### src/rtl/id_imm_ctrl.sv
// Decode-stage controller for the immediate extender: classifies each fetched
// opcode into an immediate format and presents the beat through a registered
// ID stage with an optional one-entry skid buffer.

package params_pkg;

   typedef enum logic [2:0] {
      I_ALU_TYPE   = 3'd0,
      I_SHIFT_TYPE = 3'd1,
      S_TYPE       = 3'd2,
      B_TYPE       = 3'd3,
      U_TYPE       = 3'd4,
      J_TYPE       = 3'd5,
      CSR_TYPE     = 3'd6
   } imm_ext_op_t;

   localparam logic [6:0] OPC_OP_IMM = 7'b0010011;
   localparam logic [6:0] OPC_LOAD   = 7'b0000011;
   localparam logic [6:0] OPC_JALR   = 7'b1100111;
   localparam logic [6:0] OPC_STORE  = 7'b0100011;
   localparam logic [6:0] OPC_BRANCH = 7'b1100011;
   localparam logic [6:0] OPC_JAL    = 7'b1101111;
   localparam logic [6:0] OPC_LUI    = 7'b0110111;
   localparam logic [6:0] OPC_AUIPC  = 7'b0010111;
   localparam logic [6:0] OPC_SYSTEM = 7'b1110011;
   localparam logic [6:0] OPC_OP     = 7'b0110011;

   // Everything that travels with a beat except the pc, whose width is a parameter.
   typedef struct packed {
      logic [31:0] insn;
      imm_ext_op_t op;
      logic        has_imm;
      logic        illegal;
   } id_beat_t;

   localparam id_beat_t BEAT_RST = '{insn: '0, op: I_ALU_TYPE, has_imm: 1'b0, illegal: 1'b0};

endpackage

module id_imm_ctrl
   import params_pkg::*;
#(
   parameter int unsigned PC_W    = 32,
   parameter bit          SKID_EN = 1'b1
) (
   input  logic              clk_i,
   input  logic              rst_ni,
   input  logic              if_valid_i,
   output logic              if_ready_o,
   input  logic [31:0]       insn_i,
   input  logic [PC_W-1:0]   pc_i,
   input  logic              flush_i,
   output logic              id_valid_o,
   input  logic              ex_ready_i,
   output logic [31:0]       insn_o,
   output logic [PC_W-1:0]   pc_o,
   output imm_ext_op_t       imm_ext_op_o,
   output logic              has_imm_o,
   output logic              illegal_o
);

   typedef enum logic [1:0] {
      ST_EMPTY = 2'd0,
      ST_FULL  = 2'd1,
      ST_SKID  = 2'd2
   } state_e;

   state_e            state_q;
   logic              valid_q;
   logic              rdy_q;
   id_beat_t          main_q, skid_q;
   logic [PC_W-1:0]   main_pc_q, skid_pc_q;
   id_beat_t          beat_d;
   logic              in_fire, out_fire;

   // With the skid entry, ready is a flop; without it, a stalled beat is only
   // replaced when downstream takes the current one in the same cycle.
   assign if_ready_o = SKID_EN ? rdy_q : (!valid_q || ex_ready_i);
   assign in_fire    = if_valid_i && if_ready_o;
   assign out_fire   = valid_q && ex_ready_i;

   // Classify the incoming opcode before it is captured.
   always_comb begin
      // NOTE: every output gets a default first so no path leaves one unassigned (no latch).
      beat_d         = '{insn: insn_i, op: I_ALU_TYPE, has_imm: 1'b0, illegal: 1'b0};
      case (insn_i[6:0])
         OPC_OP_IMM: begin
            beat_d.has_imm = 1'b1;
            if (insn_i[14:12] == 3'b001 || insn_i[14:12] == 3'b101) beat_d.op = I_SHIFT_TYPE;
         end
         OPC_LOAD, OPC_JALR: beat_d.has_imm = 1'b1;
         OPC_STORE:  begin beat_d.op = S_TYPE; beat_d.has_imm = 1'b1; end
         OPC_BRANCH: begin beat_d.op = B_TYPE; beat_d.has_imm = 1'b1; end
         OPC_JAL:    begin beat_d.op = J_TYPE; beat_d.has_imm = 1'b1; end
         OPC_LUI, OPC_AUIPC: begin beat_d.op = U_TYPE; beat_d.has_imm = 1'b1; end
         OPC_SYSTEM: begin
            if (insn_i[14]) begin
               beat_d.op      = CSR_TYPE;
               beat_d.has_imm = 1'b1;
            end
         end
         OPC_OP:     ;
         default:    beat_d.illegal = 1'b1;
      endcase
   end

   // Occupancy FSM with registered valid/ready and the main/skid data registers.
   always_ff @(posedge clk_i or negedge rst_ni) begin
      if (!rst_ni) begin
         state_q   <= ST_EMPTY;
         valid_q   <= 1'b0;
         rdy_q     <= 1'b1;
         // NOTE: data registers are reset too, because insn_o/pc_o/op are visible at reset.
         main_q    <= BEAT_RST;
         skid_q    <= BEAT_RST;
         main_pc_q <= '0;
         skid_pc_q <= '0;
      end else if (flush_i) begin
         // NOTE: non-blocking assignments keep every register reading pre-edge values.
         state_q <= ST_EMPTY;
         valid_q <= 1'b0;
         rdy_q   <= 1'b1;
      end else begin
         case (state_q)
            ST_EMPTY: begin
               if (in_fire) begin
                  state_q   <= ST_FULL;
                  valid_q   <= 1'b1;
                  main_q    <= beat_d;
                  main_pc_q <= pc_i;
               end
            end
            ST_FULL: begin
               if (in_fire && out_fire) begin
                  main_q    <= beat_d;
                  main_pc_q <= pc_i;
               end else if (in_fire && SKID_EN) begin
                  state_q   <= ST_SKID;
                  rdy_q     <= 1'b0;
                  skid_q    <= beat_d;
                  skid_pc_q <= pc_i;
               end else if (out_fire) begin
                  state_q <= ST_EMPTY;
                  valid_q <= 1'b0;
               end
            end
            ST_SKID: begin
               if (out_fire) begin
                  state_q   <= ST_FULL;
                  rdy_q     <= 1'b1;
                  main_q    <= skid_q;
                  main_pc_q <= skid_pc_q;
               end
            end
            default: begin
               state_q <= ST_EMPTY;
               valid_q <= 1'b0;
               rdy_q   <= 1'b1;
            end
         endcase
      end
   end

   assign id_valid_o   = valid_q;
   assign insn_o       = main_q.insn;
   assign pc_o         = main_pc_q;
   assign imm_ext_op_o = main_q.op;
   assign has_imm_o    = main_q.has_imm;
   assign illegal_o    = main_q.illegal;

endmodule

### config.mk
export PLATFORM = sky130hd
export DESIGN_NAME = id_imm_ctrl
export DESIGN_NICKNAME = d
export VERILOG_FILES = /design/src/rtl/id_imm_ctrl.sv
export SDC_FILE = /design/constraint.sdc
export NUM_CORES = 1
export LEC_CHECK = 0
export ABC_CLOCK_PERIOD_IN_PS = 2500
export BUFFER_PORTS_ARGS = -buffer_cell sky130_fd_sc_hd__buf_4
export CORE_ASPECT_RATIO = 0.75
export CORE_MARGIN = 2
export CORE_UTILIZATION = 46
export DETAILED_ROUTE_END_ITERATION = 10
export PLACE_DENSITY = 0.73
export SETUP_SLACK_MARGIN = 0.4
export SYNTH_ARGS = -nofsm -noshare
export SYNTH_HDL_FRONTEND = slang
export SYNTH_SLANG_ARGS = --single-unit
### constraint.sdc
create_clock -name clk_i -period 2.5 [get_ports clk_i]
set_clock_uncertainty 0.05 [all_clocks]
set_input_delay 0.75 -clock clk_i [delete_from_list [all_inputs] [get_ports clk_i]]
set_output_delay 0.75 -clock clk_i [all_outputs]
set_load 0.03 [all_outputs]
Word-level counts from Yosys, hierarchy flattened:

Index checks and enable logic that the tools add are counted.

* output and inout bits: 71
* word-level logic and storage cells: 86
* register bits after elaboration: 142
* bits in latches: 0
* memories kept: 0
* bits in writable memories: 0
* bits of input ports: 69
* ROM bits: 0

* add/subtract/negate cells: 0
* multiply operators: 0
* reductions and logical operators: 14
* div/mod/pow operators: 0
* order comparisons: 0
* shifts and indexed selects: 0
* eq/ne operators: 26
* mux-type cells: 31
* bitwise operators: 2

Operator list (count)
* $mux W37: 3
* $pmux W37 S3: 1
* $mux W32: 3
* $pmux W32 S3: 1
* $eq A7 B7 Y1 const B: 4
* $eq A7 B6 Y1 const B: 3
* $ne A3 B3 Y1 const B: 6
* $pmux W3 S6: 1
* $eq A7 B5 Y1 const B: 2
* $mux W2: 6
* $reduce_and A4 Y1: 3
* $mux W1: 11
* $ne A2 B2 Y1 const B: 5
* $reduce_and A5 Y1: 2
* $reduce_or A10 Y1: 1
* $reduce_or A8 Y1: 1
* $eq A7 B2 Y1 const B: 1
* $pmux W1 S3: 2
* $pmux W2 S3: 1
* $mux W4: 1
* $ne A4 B4 Y1 const B: 1
* $eq A3 B1 Y1 const B: 1
* $eq A3 B3 Y1 const B: 1
* $logic_and A1 B1 Y1: 3
* 8 further kinds: 9

Depth between registers and ports, before layout:

* word-level depth: 6
* depth in mapped cells: 8
* gate-level depth less buffers: 5

Least setup slack after synthesis:

No wires, ideal clock.

* kind: input port to flip-flop
* start: in if_valid_i
* end: reg main_q (netlist bit illegal_o)
* path buffers: 1
* arrival time: 1.826 ns
* cell stages on the path: 5
* setup time: 0.125 ns
* setup slack: 0.500 ns
* data required time: 2.325 ns
* cells stage by stage: nand2_1 or3_1 a21oi_2 buf_6 mux2_2

* longest elaborated chain between the ends: 4
* elaborated cells on any way between the ends: 5
* those cells by class: eq/ne (2); reduce/logical (3)

Ends and longest elaborated chain
* from (decl): RTL line 48 `input logic if_valid_i,`
* $logic_and A1 B1 Y1 *: RTL line 79 `assign in_fire = if_valid_i && if_ready_o;`
* $logic_and A1 B1 Y1: RTL line 134 `if (in_fire && out_fire) begin`
* $ne A2 B2 Y1 (no line)
* $reduce_and A5 Y1 (no line) *
* to (signal assigned): RTL line 129 `main_q <= beat_d;`
* to (signal assigned): RTL line 135 `main_q <= beat_d;`
* to (signal assigned): RTL line 151 `main_q <= skid_q;`
* to (decl): RTL line 71 `id_beat_t main_q, skid_q;`

Mark *: on every way between the ends. The rest lies on a longest branch, timed or not.
A chain may end at the register's enable or synchronous reset.

Worst setup path in the final report:

* start: reg state_q[0]
* end: reg main_q (netlist bit insn_o[12])

* longest elaborated chain between the ends: 3
* elaborated cells on any way between the ends: 9
* those cells by class: eq/ne (5); mux (1); reduce/logical (3)

Ends and longest elaborated chain
* from (decl): RTL line 68 `state_e state_q;`
* from (signal assigned): RTL line 110 `state_q <= ST_EMPTY;`
* from (signal assigned): RTL line 120 `state_q <= ST_EMPTY;`
* from (signal assigned): RTL line 127 `state_q <= ST_FULL;`
* $eq A2 B1 Y1 (tied with other cells): RTL line 124 `case (state_q)`
* $ne A2 B2 Y1 (no line) or $reduce_bool A3 Y1 (tied branches)
* $reduce_and A5 Y1 (no line)

Several ways; a longest one is shown, not always the timed one.

==> run summary <==
Run status: completed
CP Buf/Inv Count: 2
Complex-gate fraction of the synthesized area: 10.1%
Synth top area cells: dfrtp_1 (58%), nand2_1 (20%), a31oi_1 (6.5%), nor2_1 (4.6%), clkbuf_1 (1.7%)
R2R depth: 7
YS warnings: 0
Share of layout cells above drive strength 1: 23.5%
Most instantiated library cell after synthesis: nand2_1
Slowest library cell on the worst path: dfrtp_2
Post-CTS Hold Buffers: 0
DRT Pass-1 Iters: 5
Flops & latches, synth: 142
Clock network fraction of total power: 28.0%
FMAX: 490 MHz
Cell taking the most area after synthesis: dfrtp_1
Clock Path Buffers: 2
Chip height: 104 um
Reg2reg end: insn_o[12]
Overall Global Routing Usage: 23.1%
Unrepaired setup endpoints after global routing: false
Cell variety after synth: 41
Startpoint Class: flip-flop
Netlist Area Pre-Place: 0.00613 mm^2
Clk slew on worst S/H paths: 0.06 ns
Initial antenna violation count: 0
# DRC: 0
CTS root buffer: clkbuf_16
Largest net degree at the start of global routing: 65
Leakage power: 0.00399 uW
DP HPWL: 10300 um
Final hold slack: 0.224 ns
WL per Instance: 16.1 um
Hold crit path type: input pin to asynchronous set/reset pin
Core Area: 0.0130 mm^2
Number of port buffers: 139
CP Max Fanout: 6
Commonest cells post-synth: nand2_1 (331), dfrtp_1 (141), nor2_1 (75)
Via count: 5539
Comb pwr share: 33.4%
Area delta synth->final: 33.3%
Sequential-to-total area share from yosys stat: 58.0%
Die X: 137 um
CTS Sinks: 142
Setup Viol. Count Final: 0
CTS tree: done
Crit path max-delay family: compound AO/OA/AOI/OAI gates
Critical Path RT: 2.76 ns
Fin. Hold Viols: 0
Later-pin clock latency in the skew report: 0.41 ns
R2R Setup Slk: 0.46 ns
CTS buffer count: 17
Starting DRT DRC Count: 496
Main synth FF type: dfrtp_1
Adder-Cell Fraction of Synth Area: 0%
NetSw: 3530 uW
Antenna Nets Post-Route: 0
Crit path cell chain: a21boi_2 > or3_4 > a21oi_4 > buf_4 > clkbuf_16 > nor2_1 > a31oi_1
Synth Area in Simple Gates: 27.0%
Worst vdd ir: 607 uV
Row count: 36
Post-synth ARST share: 100%
Die Area: 0.0143 mm^2
CP peak stage delay: 0.43 ns
Total I/O pin count: 140
Slew Limit Headroom: 65.0%
Critical path data arrival time: 2.30 ns
Initial Util: 47.1%
Critical path type: flip-flop to flip-flop
Worst-Margin Slew: 0.512 ns
Int Pwr: 6360 uW
Post-synth EDFFs: 0
Total Wirelength: 16600 um
Post-Synthesis Cells: 715
Slew Limit Fails: 0
Reg power frac: 38.6%
RR Startpoint: state_q[0]
Tcrit/Tclk final: 81.7%
Max Cap Viol: 0
First-pass GRT wire length: 26000 um
CP Capture Type: flip-flop
Sw Share: 35.7%
Number of vias per cell: 5.36
Gpl congestion: 0.824
Fin area: 0.00817 mm^2
Post-synthesis mux area share: 0.347%
XOR/XNOR share of the synthesized area: 0.143%
Largest family of logic cells by synthesized area: simple AND/OR/NAND/NOR gates
Nets: 919
Area share of the largest cell type after synthesis: 57.5%
ANT cells: 0
Syn Nets: 784
Average size of a mapped cell: 8.58 um^2
Tmin final: 2.04 ns
Cell area power density: 1210 mW/mm^2
Fill count: 1069
Final TNS setup: 0 ns
GR Overflow Total: 0
DP Area: 0.00736 mm^2
Vias in the first global route: 5438
H-tree depth: 4
==> registers in the layout (all words and copies together), names as in the netlist <==
name / count
state_q: 2
id_valid_o: 1
illegal_o: 1
pc_o: 32
skid_pc_q: 32
skid_q: 37
has_imm_o: 1
insn_o: 32
if_ready_o: 1
imm_ext_op_o: 3
==> metrics by stage <==
step | power [uW] | utilization [%] | std cells | setup WS [ns]
4_1_cts | 9870 | 61.9 | 1027 | 0.430
6_report | 9890 | 62.8 | 1034 | 0.459
3_5_place_dp | 7040 | 56.5 | 993 | 0.139
2_1_floorplan | 5730 | - | 715 | 0.500
3_3_place_gp | 6900 | 56.5 | 993 | 0.209
5_1_grt | 10400 | 62.8 | 1034 | 0.404
==> power groups by stage <==
stage               registers (uW)  logic, uW  clock network, uW
floorplan                     4640       1090                  0
global placement              3780       3110                  0
detailed placement            3830       3210                  0
CTS                           3800       3260               2810
global route                  3920       3590               2920
finish                        3820       3300               2770
==> metal layers <==
metal / vias to the layer above / wire length [um] / track usage, %
li1: 2587 / - / -
met1: 2704 / 6940 / 29.9
met2: 223 / 8320 / 38.2
met3: 25 / 1070 / 4.97
met4: 0 / 301 / 8.54
met5: - / 0 / 0
==> logic make-up after synthesis <==
kind of cell / after synthesis
AND/OR/NAND/NOR: 425
flip-flops: 142
AO/OA/AOI/OAI: 95
buffers and inverters: 50
multiplexers: 2
XOR/XNOR: 1
==> area by class of cell <==
type	instances	area (um^2)	share of cell area, %
clock buffer	23	468	5.73
multi-input combinational	523	2330	28.6
timing repair buffer	165	1420	17.3
tap	171	214	2.62
inverter	1	3.75	0.0459
clock inverter	9	183	2.24
sequential	142	3560	43.5
==> worst reg2reg max path, cell delays in order (launching register included) <==
cell       delay, ns
dfrtp_2         0.43
a21boi_2        0.19
or3_4           0.39
a21oi_4         0.27
buf_4           0.18
clkbuf_16       0.14
nor2_1          0.04
a31oi_1         0.24
==> cells in the final DEF (no fill, tap or decap), types with 3 or more instances in the layout <==
cell type / n
buf_12: 6
a21oi_1: 6
dfrtp_1: 140
bufinv_16: 5
o21bai_1: 3
buf_4: 153
o21ai_0: 4
o21a_1: 3
clkbuf_1: 4
nor3_1: 4
a31oi_1: 64
nor2_1: 75
nand2_1: 330
clkbuf_16: 20
==> worst max path at each step <==
stage,end,depth (start not counted),from,slack (ns)
6_report,insn_o[12],7,state_q[0],0.46
4_1_cts,insn_o[25],7,if_ready_o,0.43
5_1_grt,insn_o[23],7,state_q[0],0.40
3_3_place_gp,insn_o[1],8,if_valid_i,0.21
3_5_place_dp,insn_o[30],8,if_valid_i,0.14
2_1_floorplan,illegal_o,5,if_valid_i,0.50
==> repair_timing <==
| action | in CTS | in global routing |
|---|---|---|
| gates resized for setup | 1 | 3 |
| setup buffers | 1 | 4 |
| endpoints found under the setup margin | 3 | 27 |
| hold endpoints to repair | 0 | 0 |
| pin swaps | 1 | 1 |
| gates cloned | 1 | 3 |
Power figures use the tool's default switching activity.
